$ cat src/rtl/pipe_unit_arbiter.sv
// Round-robin arbiter sharing one fixed-latency, stallable pipelined unit among NREQ requesters.
// Optional occupancy counter (occ/busy ports) enabled by defining PIPE_UNIT_ARBITER_OCC_EN.
module pipe_unit_arbiter #(
    parameter int unsigned NREQ  = 4,
    parameter int unsigned WIDTH = 32,
    parameter int unsigned LAT   = 16,
    parameter int unsigned IDW   = 2
) (
    input  logic                     clk,
    input  logic                     rst,
    input  logic [NREQ-1:0]          req_valid,
    input  logic [NREQ*WIDTH-1:0]    req_data,
    output logic [NREQ-1:0]          req_ready,
    output logic [WIDTH-1:0]         op_data,
    output logic                     op_valid,
    output logic                     unit_stall,
    input  logic [WIDTH-1:0]         unit_result,
    output logic [NREQ-1:0]          rsp_valid,
    output logic [WIDTH-1:0]         rsp_data,
`ifdef PIPE_UNIT_ARBITER_OCC_EN
    output logic [$clog2(LAT+1)-1:0] occ,
    output logic                     busy,
`endif
    input  logic [NREQ-1:0]          rsp_ready
);

    localparam int unsigned CW = IDW + 1;

    logic [IDW-1:0] rr_ptr_q, rr_ptr_d;
    logic [LAT-1:0] tag_v_q, tag_v_d;
    logic [IDW-1:0] tag_id_q [LAT];
    logic [IDW-1:0] tag_id_d [LAT];

    logic           tail_v;
    logic [IDW-1:0] tail_id;
    logic           grant_found;
    logic [IDW-1:0] grant_id;
    logic [CW-1:0]  cand;
    logic           issue;
    logic           rsp_accept;

    assign tail_v     = tag_v_q[LAT-1];
    assign tail_id    = tag_id_q[LAT-1];
    assign unit_stall = tail_v & ~rsp_ready[tail_id];
    assign rsp_accept = tail_v & rsp_ready[tail_id];
    assign rsp_data   = unit_result;
    assign issue      = grant_found & ~unit_stall;

    always_comb begin
        rsp_valid          = '0;
        rsp_valid[tail_id] = tail_v;
    end

    // Search rr_ptr, rr_ptr+1, ... modulo NREQ; the extra bit keeps the wrap exact for any NREQ.
    always_comb begin
        grant_found = 1'b0;
        grant_id    = '0;
        cand        = '0;
        for (int unsigned i = 0; i < NREQ; i++) begin
            cand = {1'b0, rr_ptr_q} + CW'(i);
            if (cand >= CW'(NREQ)) begin
                cand = cand - CW'(NREQ);
            end
            if (!grant_found && req_valid[cand[IDW-1:0]]) begin
                grant_found = 1'b1;
                grant_id    = cand[IDW-1:0];
            end
        end
    end

    always_comb begin
        req_ready = '0;
        op_valid  = 1'b0;
        op_data   = '0;
        rr_ptr_d  = rr_ptr_q;
        if (issue) begin
            req_ready[grant_id] = 1'b1;
            op_valid            = 1'b1;
            for (int unsigned k = 0; k < NREQ; k++) begin
                if (grant_id == IDW'(k)) begin
                    op_data = req_data[k*WIDTH +: WIDTH];
                end
            end
            rr_ptr_d = (grant_id == IDW'(NREQ - 1)) ? '0 : grant_id + IDW'(1);
        end
    end

    // Tags move in lockstep with the unit: bubbles shift too, everything holds on stall.
    always_comb begin
        tag_v_d  = tag_v_q;
        tag_id_d = tag_id_q;
        if (!unit_stall) begin
            tag_v_d[0]  = op_valid;
            tag_id_d[0] = grant_id;
            for (int unsigned i = 1; i < LAT; i++) begin
                tag_v_d[i]  = tag_v_q[i-1];
                tag_id_d[i] = tag_id_q[i-1];
            end
        end
    end

    always_ff @(posedge clk) begin
        if (rst) begin
            rr_ptr_q <= '0;
            tag_v_q  <= '0;
            for (int unsigned i = 0; i < LAT; i++) begin
                tag_id_q[i] <= '0;
            end
        end else begin
            rr_ptr_q <= rr_ptr_d;
            tag_v_q  <= tag_v_d;
            tag_id_q <= tag_id_d;
        end
    end

`ifdef PIPE_UNIT_ARBITER_OCC_EN
    localparam int unsigned OW = $clog2(LAT + 1);

    logic [OW-1:0] occ_q, occ_d;

    always_comb begin
        occ_d = occ_q;
        if (issue && !rsp_accept) begin
            occ_d = occ_q + OW'(1);
        end else if (!issue && rsp_accept) begin
            occ_d = occ_q - OW'(1);
        end
    end

    always_ff @(posedge clk) begin
        if (rst) begin
            occ_q <= '0;
        end else begin
            occ_q <= occ_d;
        end
    end

    assign occ  = occ_q;
    assign busy = (occ_q != '0);
`endif

endmodule

$ cat config.mk
export PLATFORM = sky130hd
export DESIGN_NAME = pipe_unit_arbiter
export DESIGN_NICKNAME = d
export VERILOG_FILES = /design/src/rtl/pipe_unit_arbiter.sv
export SDC_FILE = /design/constraint.sdc
export NUM_CORES = 1
export LEC_CHECK = 0
export CAP_MARGIN = 15
export CORE_AREA = 2 2 95 97
export DETAILED_ROUTE_END_ITERATION = 8
export DIE_AREA = 0 0 97 99
export DONT_BUFFER_PORTS = 1
export GPL_TIMING_DRIVEN = 1
export PLACE_DENSITY = 0.49
export SETUP_SLACK_MARGIN = 0.02
export SLEW_MARGIN = 15
export SYNTH_ARGS = -nofsm -noshare
export SYNTH_HDL_FRONTEND = slang
export SYNTH_SLANG_ARGS = --single-unit
$ cat constraint.sdc
create_clock -name clk -period 3.05 [get_ports clk]
set_input_delay 0.4575 -clock clk [delete_from_list [all_inputs] [get_ports clk]]
set_output_delay 0.4575 -clock clk [all_outputs]
set_load 0.01 [all_outputs]
==> impl_results.md <==
- Crit path max fanout: 34
- Kind of critical path: register to primary output
- Core Rows: 34
- Clock period minus worst slack: ~3 ns
- Initial Util: 0.391
- Setup Viol. Count Final: 0
- Ports: between 200 and 250
- Cell leakage power: approximately 0.0014 µW
- ANT cells: 0
- CP Data Required Time: between 2 and 3 ns
- Final Wtd Congestion: 0.803
- Sequential-to-total area share from yosys stat: 0.299
- First-pass GRT wire length: around 16000 µm
- Initial antenna violation count: 1
- Placed standard-cell area: ~0.0031 mm²
- Syn avg cell area: 7.15 µm²
- RSZ-0062 raised after global routing: false
- Root Buffer: clkbuf_8
- Cell Pwr Density: between 500 and 600 mW/mm²
- FF-to-FF path depth: 6
- Final core utilization: 0.410
- First-pass DRT Iterations: 5
- Area of the multi-input gates: about 0.0019 mm²
- Slew @ Worst Pin: roughly 0.51 ns
- Crit. End Element: primary output
- Core region area: 0.00855 mm²
- DRC errors left: 0
- Ratio of cells with drive above 1 in the final layout: 0.138
- Fin Setup TNS: 0 ns
- Vias in the first global route: a little under 3000
- CP Data Arrival Time: around 2.5 ns
- #FFs+latches synth: 50
- Hold Path Cell Cnt: 1
- Max cap viols: 0
- Via count: 3150
- CTS Hold Bufs: 0
- DRT antenna net count: 0
- CTS tree: yes
- Gr ovfl total: 0
- Hold Violations, Final: 0
- Reg area: between 0.001 and 0.0015 mm²
- Die extent in x: 97 µm
- Pin count of the biggest net entering global routing: 64
- Worst skew pair latency: roughly 0.3 ns
- Final WL: 11200 µm
- VDD IR max: 0.368 mV
- HPWL Detailed: roughly 7600 µm
- CTS H-Tree Depth: 2
- Yosys warns: 0
- Syn Inst Count: 468
- Total power: 1930 µW
- Clock skew: a little under 0.005 ns
- Synthesized Nets: roughly 640
- Post-synthesis instance area: between 0.003 and 0.004 mm²
- Detailed router's first-iteration violation count: ~340
- Crit share post-route: 0.961
- GRT Resource Usage Total: 0.208
- Slew Limit Fails: 0
- Worst-path clk slew: 0.08 ns
- Slew headroom: 0.658
- Routed WL per cell: roughly 21 µm
- DIE AREA: between 0.009 and 0.01 mm²
- Via density: 5.87
- Fillers: between 800 and 900
- CTS Sinks: 50
- Die height: roughly 100 µm
- Nets: around 600
- Area grow syn2layout: 4.82%
- Status: finished, final reports clean
- Worst Hold Class: primary input to register
- CP Launch Type: register
- Port bufs: 0
- FMAX: approximately 340 MHz
- Post-route cell area: 0.00351 mm²
- Max Buffers Root-to-Sink: 2
- Synth cell types: 31
- Total CTS buffers: 5
==> area by class of cell <==
| type | instances | area share |
|---|---|---|
| Inverter | 37 | 0.0396 |
| Tap cell | 108 | 0.0385 |
| Sequential cell | 50 | 0.286 |
| Clock buffer | 7 | 0.0246 |
| Timing Repair Buffer | 25 | 0.0785 |
| Multi-Input combinational cell | 309 | 0.532 |
| Clock inverter | 1 | 0.00143 |
==> placed cells by master, fill, tap and decap left out, drive strengths merged, types with 6 or more instances in the layout <==
master,Yosys,final
buf,50,24
and2,6,6
dfxtp,50,50
a22oi,34,34
nor2b,4,6
nand2,91,91
clkbuf,24,8
a21oi,82,82
a221o,31,31
inv,37,37
nor2,38,38
==> state kept, by name, summed over array words and instances, names as in the netlist <==
register  count
tag_v_q      16
tag_id_q     30
rr_ptr_q      2
tail_id       2
==> Yosys cell counts (all sizes together) <==
library cell   n  share of area
nand2         91           0.10
a21oi         82           0.12
buf           50           0.12
dfxtp         50           0.30
nor2          38          0.043
inv           37          0.041
a22oi         34          0.080
a221o         31          0.093
clkbuf        24          0.027
and2           6          0.011
ha             4          0.015
nor2b          4         0.0075
mux2i          3          0.011
nand2b         2         0.0037
o21ai          2         0.0030
a21o           1         0.0022
a221oi         1         0.0045
and3           1         0.0019
nand3b         1         0.0022
nor3           1         0.0015
nor3b          1         0.0022
nor4           1         0.0019
o21a           1         0.0022
o221ai         1         0.0026
o22ai          1         0.0019
==> power breakdown <==
group | switching, µW | total, µW | internal, µW | leakage, µW
logic | 500 | 860 | 360 | 0.000930
registers | 6.89 | 674 | 667 | 0.000405
clock network | 208 | 391 | 183 | 0.0000482
==> per-layer routing <==
metal / up-vias / wire length (µm) / track usage
li1: 1484 / - / -
met1: 1443 / 4560 / 0.254
met2: 181 / 4940 / 0.307
met3: 36 / 1330 / 0.105
met4: 6 / 317 / 0.0780
met5: - / 92 / 0.0667
==> logic make-up after synthesis <==
group	synth area share
AOI/OAI and AO/OA	0.312
adders and majority gates	0.0150
muxes	0.0112
and+or+nand+nor	0.177
buffers and inverters	0.186
DFF	0.299
==> path summary, 6_finish.rpt <==
kind                                                 from                         to  slack, ns
worst max-delay path             rr_ptr_q[1]$_SDFFE_PP0P_                op_data[13]       0.12
worst min-delay path                                  rst   rr_ptr_q[1]$_SDFFE_PP0P_       0.21
worst max register to register    tail_id[1]$_SDFFE_PP0N_  tag_id_q[10]$_SDFFE_PP0N_       1.08
worst min register to register  tag_id_q[30]$_SDFFE_PP0N_  tag_id_q[28]$_SDFFE_PP0N_       0.44
==> worst max-delay path, stage by stage, from the launching register on <==
cell and delay, ns:
dfxtp_2 0.34, buf_4 0.12, mux2i_1 0.19, nor2_1 0.09, nor3_4 0.28, buf_12 0.14, ha_4 0.20, buf_12 0.20
a221o_1 0.31, a22oi_1 0.10, nor2_1 0.19
==> stage by stage <==
| stage | worst slack (ns) | hold WS [ns] | instances |
|---|---|---|---|
| 2_1_floorplan | 0.300 | 0.427 | 468 |
| 3_3_place_gp | -0.0816 | 0.428 | 518 |
| 3_5_place_dp | -0.132 | 0.434 | 518 |
| 4_1_cts | -0.0178 | 0.205 | 528 |
| 5_1_grt | 0.0189 | 0.201 | 537 |
| 6_report | 0.119 | 0.214 | 537 |
==> timing repair <==
item | in CTS | in global routing
gates resized for setup | 3 | 25
buffers inserted | 1 | 7
pin swaps | 1 | 6
cloned | 1 | 2
endpoints found under the setup margin | 32 | 32
No activity file was read; power rests on OpenSTA's default activity.
